==> src/rtl/nand_seq_alu_if.sv <==
// Command/result handshake bundle for nand_seq_alu.
// master drives commands and accepts results; slave is the ALU.
interface nand_seq_alu_if #(
    parameter int unsigned WIDTH = 8
);
    logic             in_valid;
    logic             in_ready;
    logic [2:0]       op;
    logic [WIDTH-1:0] a;
    logic [WIDTH-1:0] b;
    logic             out_valid;
    logic             out_ready;
    logic [WIDTH-1:0] y;
    logic             busy;

    modport master (
        output in_valid, op, a, b, out_ready,
        input  in_ready, out_valid, y, busy
    );

    modport slave (
        input  in_valid, op, a, b, out_ready,
        output in_ready, out_valid, y, busy
    );
endinterface

==> src/rtl/nand_seq_alu.sv <==
// Multi-cycle bitwise logic unit built from a single shared WIDTH-bit NAND stage.
// Optional NAND_SEQ_STATS_EN adds saturating pass_count/cmd_count outputs.
module nand_seq_alu #(
    parameter int unsigned WIDTH = 8
) (
    input  logic               clk,
    input  logic               rst_n,
    nand_seq_alu_if.slave      bus
`ifdef NAND_SEQ_STATS_EN
    ,
    output logic [15:0]        pass_count,
    output logic [15:0]        cmd_count
`endif
);

    localparam int unsigned OP_W   = 3;
    localparam int unsigned STEP_W = 3;

    localparam logic [OP_W-1:0] OP_NAND = 3'd0;
    localparam logic [OP_W-1:0] OP_AND  = 3'd1;
    localparam logic [OP_W-1:0] OP_NOT  = 3'd2;
    localparam logic [OP_W-1:0] OP_OR   = 3'd3;
    localparam logic [OP_W-1:0] OP_NOR  = 3'd4;
    localparam logic [OP_W-1:0] OP_XOR  = 3'd5;
    localparam logic [OP_W-1:0] OP_XNOR = 3'd6;
    localparam logic [OP_W-1:0] OP_BUF  = 3'd7;

    typedef enum logic [1:0] {S_IDLE, S_EXEC, S_DONE} state_t;
    typedef enum logic [2:0] {SRC_A, SRC_B, SRC_T, SRC_U, SRC_V, SRC_Y} src_t;
    typedef enum logic [1:0] {DST_T, DST_U, DST_V, DST_Y} dst_t;

    state_t            r_state;
    state_t            w_state_nxt;
    logic              r_in_ready;
    logic              r_out_valid;
    logic              r_busy;

    logic [OP_W-1:0]   r_op;
    logic [WIDTH-1:0]  r_a;
    logic [WIDTH-1:0]  r_b;
    logic [WIDTH-1:0]  r_t;
    logic [WIDTH-1:0]  r_u;
    logic [WIDTH-1:0]  r_v;
    logic [WIDTH-1:0]  r_y;
    logic [STEP_W-1:0] r_step;

    logic              w_accept;
    logic              w_exec;
    src_t              w_sel_x;
    src_t              w_sel_z;
    dst_t              w_dst;
    logic              w_last;
    logic [WIDTH-1:0]  w_x;
    logic [WIDTH-1:0]  w_z;
    logic [WIDTH-1:0]  w_nand;

    // NAND schedule: operand selects and destination for each (op, step)
    always_comb begin
        w_sel_x = SRC_A;
        w_sel_z = SRC_A;
        w_dst   = DST_Y;
        w_last  = 1'b1;
        case (r_op)
            OP_NAND: begin
                w_sel_x = SRC_A; w_sel_z = SRC_B; w_dst = DST_Y;
            end
            OP_AND, OP_BUF: begin
                if (r_step == STEP_W'(0)) begin
                    w_sel_x = SRC_A;
                    w_sel_z = (r_op == OP_AND) ? SRC_B : SRC_A;
                    w_dst   = DST_T;
                    w_last  = 1'b0;
                end else begin
                    w_sel_x = SRC_T; w_sel_z = SRC_T; w_dst = DST_Y;
                end
            end
            OP_NOT: begin
                w_sel_x = SRC_A; w_sel_z = SRC_A; w_dst = DST_Y;
            end
            OP_OR, OP_NOR: begin
                w_last = 1'b0;
                case (r_step)
                    STEP_W'(0): begin w_sel_x = SRC_A; w_sel_z = SRC_A; w_dst = DST_T; end
                    STEP_W'(1): begin w_sel_x = SRC_B; w_sel_z = SRC_B; w_dst = DST_U; end
                    STEP_W'(2): begin
                        w_sel_x = SRC_T; w_sel_z = SRC_U; w_dst = DST_Y;
                        w_last  = (r_op == OP_OR);
                    end
                    default: begin w_sel_x = SRC_Y; w_sel_z = SRC_Y; w_dst = DST_Y; w_last = 1'b1; end
                endcase
            end
            OP_XOR, OP_XNOR: begin
                w_last = 1'b0;
                case (r_step)
                    STEP_W'(0): begin w_sel_x = SRC_A; w_sel_z = SRC_B; w_dst = DST_T; end
                    STEP_W'(1): begin w_sel_x = SRC_A; w_sel_z = SRC_T; w_dst = DST_U; end
                    STEP_W'(2): begin w_sel_x = SRC_B; w_sel_z = SRC_T; w_dst = DST_V; end
                    STEP_W'(3): begin
                        w_sel_x = SRC_U; w_sel_z = SRC_V; w_dst = DST_Y;
                        w_last  = (r_op == OP_XOR);
                    end
                    default: begin w_sel_x = SRC_Y; w_sel_z = SRC_Y; w_dst = DST_Y; w_last = 1'b1; end
                endcase
            end
            default: begin
                w_sel_x = SRC_A; w_sel_z = SRC_A; w_dst = DST_Y;
            end
        endcase
    end

    // Operand muxes feeding the single NAND stage
    always_comb begin
        w_x = r_a;
        w_z = r_a;
        case (w_sel_x)
            SRC_A:   w_x = r_a;
            SRC_B:   w_x = r_b;
            SRC_T:   w_x = r_t;
            SRC_U:   w_x = r_u;
            SRC_V:   w_x = r_v;
            default: w_x = r_y;
        endcase
        case (w_sel_z)
            SRC_A:   w_z = r_a;
            SRC_B:   w_z = r_b;
            SRC_T:   w_z = r_t;
            SRC_U:   w_z = r_u;
            SRC_V:   w_z = r_v;
            default: w_z = r_y;
        endcase
    end

    assign w_nand = ~(w_x & w_z);

    // Next-state logic
    always_comb begin
        w_state_nxt = r_state;
        w_accept    = 1'b0;
        w_exec      = 1'b0;
        case (r_state)
            S_IDLE: begin
                if (bus.in_valid) begin
                    w_accept    = 1'b1;
                    w_state_nxt = S_EXEC;
                end
            end
            S_EXEC: begin
                w_exec = 1'b1;
                if (w_last) w_state_nxt = S_DONE;
            end
            S_DONE: begin
                if (bus.out_ready) w_state_nxt = S_IDLE;
            end
            default: w_state_nxt = S_IDLE;
        endcase
    end

    // Handshake outputs are registered from the next state
    always_ff @(posedge clk) begin
        if (!rst_n) begin
            r_state     <= S_IDLE;
            r_in_ready  <= 1'b1;
            r_out_valid <= 1'b0;
            r_busy      <= 1'b0;
        end else begin
            r_state     <= w_state_nxt;
            r_in_ready  <= (w_state_nxt == S_IDLE);
            r_out_valid <= (w_state_nxt == S_DONE);
            r_busy      <= (w_state_nxt != S_IDLE);
        end
    end

    always_ff @(posedge clk) begin
        if (!rst_n) begin
            r_op   <= '0;
            r_a    <= '0;
            r_b    <= '0;
            r_t    <= '0;
            r_u    <= '0;
            r_v    <= '0;
            r_y    <= '0;
            r_step <= '0;
        end else if (w_accept) begin
            r_op   <= bus.op;
            r_a    <= bus.a;
            r_b    <= bus.b;
            r_step <= '0;
        end else if (w_exec) begin
            r_step <= r_step + STEP_W'(1);
            case (w_dst)
                DST_T:   r_t <= w_nand;
                DST_U:   r_u <= w_nand;
                DST_V:   r_v <= w_nand;
                default: r_y <= w_nand;
            endcase
        end
    end

`ifdef NAND_SEQ_STATS_EN
    logic [15:0] r_pass_count;
    logic [15:0] r_cmd_count;

    // Saturating activity counters
    always_ff @(posedge clk) begin
        if (!rst_n) begin
            r_pass_count <= '0;
            r_cmd_count  <= '0;
        end else begin
            if (w_exec && (r_pass_count != 16'hFFFF)) r_pass_count <= r_pass_count + 16'd1;
            if (w_accept && (r_cmd_count != 16'hFFFF)) r_cmd_count <= r_cmd_count + 16'd1;
        end
    end

    assign pass_count = r_pass_count;
    assign cmd_count  = r_cmd_count;
`endif

    assign bus.in_ready  = r_in_ready;
    assign bus.out_valid = r_out_valid;
    assign bus.busy      = r_busy;
    assign bus.y         = r_y;

endmodule

==> src/flat_wrapper.sv <==
// flat-port wrapper written by rule: the top's interface ports become plain ports
module nand_seq_alu_flat 
#(
    parameter int unsigned WIDTH = 8
)
  (clk, rst_n, bus_in_valid, bus_op, bus_a, bus_b, bus_out_ready, bus_in_ready, bus_out_valid, bus_y, bus_busy);
  nand_seq_alu_if #(.WIDTH(WIDTH)) bus_i ();
  input  logic clk;
  input  logic rst_n;
  input wire logic [$bits(bus_i.in_valid)-1:0] bus_in_valid;
  input wire logic [$bits(bus_i.op)-1:0] bus_op;
  input wire logic [$bits(bus_i.a)-1:0] bus_a;
  input wire logic [$bits(bus_i.b)-1:0] bus_b;
  input wire logic [$bits(bus_i.out_ready)-1:0] bus_out_ready;
  output wire logic [$bits(bus_i.in_ready)-1:0] bus_in_ready;
  output wire logic [$bits(bus_i.out_valid)-1:0] bus_out_valid;
  output wire logic [$bits(bus_i.y)-1:0] bus_y;
  output wire logic [$bits(bus_i.busy)-1:0] bus_busy;
  assign bus_i.in_valid = bus_in_valid;
  assign bus_i.op = bus_op;
  assign bus_i.a = bus_a;
  assign bus_i.b = bus_b;
  assign bus_i.out_ready = bus_out_ready;
  assign bus_in_ready = bus_i.in_ready;
  assign bus_out_valid = bus_i.out_valid;
  assign bus_y = bus_i.y;
  assign bus_busy = bus_i.busy;
  nand_seq_alu #(.WIDTH(WIDTH)) u_core (.clk(clk), .rst_n(rst_n), .bus(bus_i));
endmodule
==> config.mk <==
export PLATFORM = sky130hd
export DESIGN_NAME = nand_seq_alu_flat
export DESIGN_NICKNAME = d
export VERILOG_FILES = /design/src/rtl/nand_seq_alu_if.sv /design/src/rtl/nand_seq_alu.sv /design/src/flat_wrapper.sv
export SDC_FILE = /design/constraint.sdc
export NUM_CORES = 1
export LEC_CHECK = 0
export CAP_MARGIN = 20
export CORE_ASPECT_RATIO = 2
export CORE_UTILIZATION = 55
export DETAILED_ROUTE_END_ITERATION = 12
export PLACE_DENSITY = 0.88
export SLEW_MARGIN = 20
export SYNTH_ARGS = -nofsm -noshare
export SYNTH_HDL_FRONTEND = slang
export SYNTH_SLANG_ARGS = --single-unit
export TNS_END_PERCENT = 100
==> constraint.sdc <==
create_clock -name clk -period 6.1 [get_ports clk]
set_input_delay 1.22 -clock clk [delete_from_list [all_inputs] [get_ports clk]]
set_output_delay 1.22 -clock clk [all_outputs]
set_load 0.03 [all_outputs]
==> results of run 1 <==
## critical path, delay by kind of cell, from the launching register on
family,cells,cell delay [ns]
simple gates,3,1.03
compound gates,4,1.59
buf+inv,1,0.15
flops,1,0.47
fa+ha+maj,1,0.36
## synth_stat cells, drive strengths merged, types with 3 or more instances
master | number | area, sq um
nand2b | 5 | 31.3
a31oi | 7 | 43.8
a41oi | 4 | 35.0
buf | 24 | 136
nor3b | 6 | 50.1
nor2b | 4 | 25.0
o211ai | 3 | 27.5
a21o | 5 | 37.5
o21a | 3 | 22.5
nor2 | 20 | 77.6
a311oi | 3 | 43.8
nand3 | 10 | 50.1
ha | 5 | 62.6
a22o | 4 | 35.0
nand2 | 62 | 233
inv | 13 | 48.8
or2 | 8 | 50.1
clkbuf | 13 | 50.0
o21ai | 46 | 230
a21boi | 4 | 30.0
a211oi | 15 | 123
a21oi | 56 | 284
a221oi | 5 | 62.6
dfxtp | 59 | 1180
o21ba | 3 | 30.0
mux2i | 9 | 93.8
nor4 | 4 | 25.0
and2 | 6 | 37.5
nor3 | 13 | 65.1
a2111oi | 4 | 47.6
## sequential cells by signal, indices dropped and copies added, names as in the netlist
signal and count:
u_core.bus.y 8, u_core.r_a 8, u_core.r_b 8, u_core.r_t 8
u_core.r_u 8, u_core.r_v 8, u_core.r_op 3, u_core.r_step 3
u_core.r_state 2, u_core.bus.busy 1, u_core.bus.in_ready 1, u_core.bus.out_valid 1
## stage by stage
step | setup WS, ns | utilization, % | total power (W)
floorplan | 3.30 | - | 0.000586
global placement | 2.57 | 61.1 | 0.000647
detailed placement | 2.53 | 61.1 | 0.000652
CTS | 2.49 | 65.3 | 0.00110
global route | 2.07 | 65.3 | 0.00114
finish | 2.38 | 65.3 | 0.00110
## final cells by class
type	instances	area (sq um)	share of cell area (%)
Sequential cell	59	1180	28.9
Clock inverter	3	15.0	0.367
Multi-Input combinational cell	346	2140	52.4
Clock buffer	12	246	6.03
Tap cell	86	108	2.63
Inverter	13	48.8	1.19
Timing Repair Buffer	35	345	8.45
## per-layer routing
layer	routed length [um]	part of all wire [%]	global-route usage [%]	up-vias
li1	-	-	-	1684
met1	3830	37	36.1	1692
met3	658	6.4	6.58	54
met4	588	5.7	24.3	0
met5	0	0	0	-
met2	5280	51	53.4	181
## where the power goes
| group | total (W) | internal, W | leakage (nW) | switching [W] |
|---|---|---|---|---|
| sequential | 0.000439 | 0.000410 | 0.481 | 0.0000294 |
| combinational | 0.000213 | 0.0000857 | 0.808 | 0.000127 |
| clock | 0.000448 | 0.000280 | 0.132 | 0.000167 |
| total | 0.00110 | 0.000776 | 1.42 | 0.000324 |
## cells by family after synthesis
kind of cell / synth area share, %
XOR/XNOR: 0.246
multiplexers: 2.64
AND/OR/NAND/NOR: 20.5
flip-flops: 33.2
adder cells (fa/ha/maj): 2.07
buffers and inverters: 6.61
AO/OA/AOI/OAI: 34.8
## placed cells by master (no fill, tap or decap), types with 7 or more instances in the layout
| cell | n |
|---|---|
| clkbuf_16 | 9 |
| nand2_1 | 62 |
| inv_1 | 13 |
| mux2i_1 | 8 |
| clkdlybuf4s50_1 | 33 |
| a21oi_1 | 55 |
| nor3_1 | 13 |
| o21ai_0 | 44 |
| or2_2 | 7 |
| dfxtp_1 | 59 |
| a31oi_1 | 7 |
| a211oi_1 | 13 |
| nand3_1 | 10 |
| nor2_1 | 18 |
## how the worst max path moves through the flow
stage                           startpoint              end
after floorplan           u_core.r_step[0]  u_core.bus.y[6]
after global placement    u_core.r_step[2]    u_core.r_u[6]
after detailed placement  u_core.r_step[0]    u_core.r_t[1]
after CTS                 u_core.r_step[2]    u_core.r_u[6]
after global routing        u_core.r_op[1]    u_core.r_t[1]
final                     u_core.r_step[0]    u_core.r_t[1]
==> flow_metrics.env, run 1 <==
export IMPL_rr_worst_depth=9
export IMPL_cts_resized_gates=0
export IMPL_final_cell_count_no_fill=554
export IMPL_slew_headroom_pct=29.7
export IMPL_required_ns=6.33
export IMPL_insertion_delay_ns=0.34
export IMPL_post_dp_hpwl_mm=7.06
export IMPL_post_cts_buffers=0
export IMPL_die_w_um=58.9
export IMPL_cts_tree="built"
export IMPL_clock_path_buffers=2
export IMPL_cts_root_buffer="clkbuf_16"
export IMPL_dr_total_vias=3611
export IMPL_irDropWorstVdd_uv=225
export IMPL_synth_area_sq_um=3560
export IMPL_ys_flop_type="dfxtp_1"
export IMPL_fmax_mhz=269
export IMPL_drt_first_pass_iters=5
export IMPL_initial_core_util_pct=56.9
export IMPL_rows=41
export IMPL_final_setup_tns_ns=0
export IMPL_antennaDiodeCount=0
export IMPL_cts_made_buffers=9
export IMPL_grt_max_degree=34
export IMPL_synth_edf_count=0
export IMPL_end_kind="register"
export IMPL_grt_pass1_wl_mm=16.6
export IMPL_slowest_stage="a2111oi_2"
export IMPL_drv_cap=0
export IMPL_status="complete, no violations"
export IMPL_route_detailed_drc=0
export IMPL_leakage_nw=1.42
export IMPL_cts_sinks=59
export IMPL_core_area_sq_um=6260
export IMPL_numPortBuffers=33
export IMPL_clk_pin_slew_ns=0.05
export IMPL_slowest_delay_ns=0.72
export IMPL_tightest_slew_ns=1.05
export IMPL_yosysUniqueCellTypes=70
export IMPL_fillers=555
export IMPL_slew_violations=0
export IMPL_layout_nets=492
export IMPL_viasPerCell=6.52
export IMPL_powerDensity_nw_per_um2=269
export IMPL_wl_per_cell_um=18.7
export IMPL_ant_nets=0
export IMPL_gp_congestion=0.936
export IMPL_min_from="u_core.r_a[2]"
export IMPL_r2r_slack_ns=2.38
export IMPL_post_route_min_period_ns=3.72
export IMPL_finalCritPeriodShare_pct=61.0
export IMPL_crit_chain="inv_1, ha_1, nor3b_1, a2111oi_2, or2_1, nor4_1, a211oi_1, o221ai_1, o31a_1"
export IMPL_ys_seq_area_share_pct=33.2
export IMPL_hold_class="reg2reg"
export IMPL_grt_pass1_vias=3501
export IMPL_whs_ns=0.483
export IMPL_ys_seq_elements=59
export IMPL_dpl_cell_count=539
export IMPL_placed_cell_area_sq_um=3820
export IMPL_die_h_um=116
export IMPL_overflow=0
export IMPL_skew_ns=0.0102
export IMPL_avgSynthCellArea_sq_um=7.82
export IMPL_area_delta_synth_final_pct=14.9
export IMPL_antenna_found_initial=0
export IMPL_reg2reg_from="u_core.r_step[0]"
export IMPL_htree_levels=3
export IMPL_rr_endpoint="u_core.r_t[1]"
export IMPL_whs_path_depth=2
export IMPL_route_final_wire_length_mm=10.4
export IMPL_finish_instance_area_sq_um=4090
export IMPL_crit_fanout=18
export IMPL_track_usage_pct=32.6
export IMPL_arrival_ns=3.95
export IMPL_finalHoldViolations=0
export IMPL_setup_violations=0
export IMPL_synth_nets=483
export IMPL_io_pins=34
export IMPL_yosysWarnings=0
export IMPL_drtIter0Drc=314
export IMPL_drive_above_1_share_pct=8.97
export IMPL_syn_instance_count=455
export IMPL_rsz0062_at_grt="false"
export IMPL_hold_end="u_core.r_a[2]"
export IMPL_die_area_sq_um=6810
export IMPL_start_kind="register"
export IMPL_cts_hold_buf=0
export IMPL_async_reset_ff_share_pct=0
export IMPL_crit_type="reg2reg"
No activity file was read; power rests on OpenSTA's default activity.
==> run 2, diff against run 1 <==
--- a/config.mk
+++ b/config.mk
@@ -7,9 +7,9 @@
 export LEC_CHECK = 0
 export CAP_MARGIN = 20
 export CORE_ASPECT_RATIO = 2
-export CORE_UTILIZATION = 55
+export CORE_UTILIZATION = 52
 export DETAILED_ROUTE_END_ITERATION = 12
-export PLACE_DENSITY = 0.88
+export PLACE_DENSITY = 0.87
 export SLEW_MARGIN = 20
 export SYNTH_ARGS = -nofsm -noshare
 export SYNTH_HDL_FRONTEND = slang
==> constraint.sdc (replaced) <==
create_clock -name clk -period 3.1 [get_ports clk]
set_input_delay 0.62 -clock clk [delete_from_list [all_inputs] [get_ports clk]]
set_output_delay 0.62 -clock clk [all_outputs]
set_load 0.03 [all_outputs]
==> flow_metrics.env, run 2 (same netlist as run 1, synthesis figures left out) <==
export IMPL_arrival_ns=3.13
export IMPL_hold_class="reg2reg"
export IMPL_required_ns=3.32
export IMPL_initial_core_util_pct=53.7
export IMPL_powerDensity_nw_per_um2=526
export IMPL_cts_sinks=59
export IMPL_placed_cell_area_sq_um=4050
export IMPL_regArea_sq_um=1180
export IMPL_multi_input_area_sq_um=2170
export IMPL_drtIter0Drc=219
export IMPL_start_kind="register"
export IMPL_dr_total_vias=3724
export IMPL_final_setup_tns_ns=0
export IMPL_grt_max_degree=34
export IMPL_cts_tree="built"
export IMPL_htree_levels=3
export IMPL_crit_chain="ha_1, ha_1, nor3b_1, a22o_1, o211a_1, o21ai_1, o221ai_1, o31a_1"
export IMPL_irDropWorstVdd_uv=516
export IMPL_status="complete, no violations"
export IMPL_viasPerCell=6.35
export IMPL_wl_per_cell_um=18.5
export IMPL_clk_pin_slew_ns=0.05
export IMPL_final_cell_mix="nand2_1 (62), dfxtp_1 (58), a21oi_1 (55), o21ai_0 (44), clkdlybuf4s50_1 (33)"
export IMPL_finalHoldViolations=0
export IMPL_overflow=0
export IMPL_endpoint="u_core.r_t[1]"
export IMPL_slowest_delay_ns=0.46
export IMPL_tightest_slew_ns=0.739
export IMPL_fmax_mhz=344
export IMPL_grt_pass1_wl_mm=17.6
export IMPL_die_h_um=119
export IMPL_clock_path_buffers=2
export IMPL_crit_type="reg2reg"
export IMPL_critPathLaunch="u_core.r_step[0]"
export IMPL_rr_endpoint="u_core.r_t[1]"
export IMPL_r2r_slack_ns=0.19
export IMPL_fillers=578
export IMPL_ant_nets=0
export IMPL_drt_first_pass_iters=5
export IMPL_route_detailed_drc=0
export IMPL_grt_pass1_vias=3672
export IMPL_die_area_sq_um=7200
export IMPL_die_w_um=60.5
export IMPL_crit_family="compound AO/OA/AOI/OAI gates"
export IMPL_leakage_nw=1.62
export IMPL_slowest_stage="o21ai_1"
export IMPL_antenna_found_initial=0
export IMPL_rows=42
export IMPL_rr_worst_depth=8
export IMPL_layout_nets=522
export IMPL_finalCritPeriodShare_pct=93.9
export IMPL_slew_violations=0
export IMPL_reg2reg_from="u_core.r_step[0]"
export IMPL_end_kind="register"
export IMPL_area_delta_synth_final_pct=23.1
export IMPL_final_common_cell="nand2_1"
export IMPL_drive_above_1_share_pct=15.7
export IMPL_crit_buf_inv=0
export IMPL_route_final_wire_length_mm=10.8
export IMPL_post_dp_hpwl_mm=7.79
export IMPL_finish_instance_area_sq_um=4380
export IMPL_track_usage_pct=32.9
export IMPL_crit_fanout=10
export IMPL_cts_made_buffers=9
export IMPL_path_depth=8
export IMPL_cts_root_buffer="clkbuf_16"
export IMPL_insertion_delay_ns=0.34
export IMPL_antennaDiodeCount=0
export IMPL_numPortBuffers=33
export IMPL_skew_ns=0.0104
export IMPL_setup_violations=0
export IMPL_post_route_min_period_ns=2.91
export IMPL_core_area_sq_um=6620
export IMPL_rsz0062_at_grt="false"
export IMPL_post_cts_buffers=0
export IMPL_gp_congestion=0.970
export IMPL_io_pins=34
export IMPL_slew_headroom_pct=50.6
export IMPL_drv_cap=0
export IMPL_cpMostUsedCell="ha_1"
-- run 2: changes by cell type in the layout (fill, tap and decap cells not counted), moves of 2 or more --
cell      delta
buf_4       +30
nor3_2       +2
ha_1         -3
clkinv_2     -2
nor3_1       -2
ha_2         +3
-- run 2: area by class of cell --
| cell class | count | share of cell area (%) |
|---|---|---|
| flip-flops and latches | 59 | 27.0 |
| clock inverters | 2 | 0.800 |
| inverters | 13 | 1.11 |
| well taps | 88 | 2.51 |
| clock buffers | 13 | 5.94 |
| multi-input cells | 346 | 49.6 |
| repair buffers | 65 | 13.0 |
-- run 2: what timing repair did --
item	4_1_cts	5_1_grt
setup endpoints to repair	0	32
gates resized for setup	0	9
hold buffers	0	0
-- run 2: per-layer routing --
layer | share of wire [%] | global-route usage (%)
met3 | 6.0 | 8.14
met4 | 5.6 | 20.5
met2 | 52 | 55.3
met1 | 36 | 34.9
met5 | 0 | 0
-- run 2: how the worst min path moves through the flow --
stage / from / endpoint / slack, ns / cells past startpoint
CTS: u_core.r_a[1] / u_core.r_a[1] / 0.49 / 2
floorplan: u_core.r_b[2] / u_core.r_b[2] / 0.45 / 2
global placement: u_core.r_b[4] / u_core.r_b[4] / 0.47 / 2
global route: u_core.r_a[6] / u_core.r_a[6] / 0.51 / 2
finish: u_core.r_b[4] / u_core.r_b[4] / 0.49 / 2
detailed placement: u_core.r_a[1] / u_core.r_a[1] / 0.47 / 2
-- run 2: tightest hold or removal path, stage by stage (launching register included) --
cell     delay, ns
dfxtp_1       0.32
nand2_1       0.06
a21oi_1       0.06
-- run 2: through the flow --
| step | setup WS [ns] | std cells | total power [W] | hold slack (ns) | utilization [%] |
|---|---|---|---|---|---|
| global placement | 0.141 | 571 | 0.00130 | 0.472 | 61.2 |
| global route | 0.0518 | 586 | 0.00239 | 0.506 | 66.2 |
| floorplan | 0.302 | 455 | 0.00115 | 0.446 | - |
| detailed placement | 0.0905 | 571 | 0.00131 | 0.474 | 61.2 |
| CTS | 0.0644 | 586 | 0.00231 | 0.492 | 65.7 |
| finish | 0.190 | 586 | 0.00231 | 0.487 | 66.2 |
-- run 2: power by group --
| part | total (W) | leakage (nW) | internal [W] | switching [W] |
|---|---|---|---|---|
| combinational | 0.000464 | 0.990 | 0.000193 | 0.000270 |
| clock | 0.000992 | 0.146 | 0.000659 | 0.000333 |
| sequential | 0.000849 | 0.482 | 0.000806 | 0.0000428 |
| total | 0.00231 | 1.62 | 0.00166 | 0.000647 |
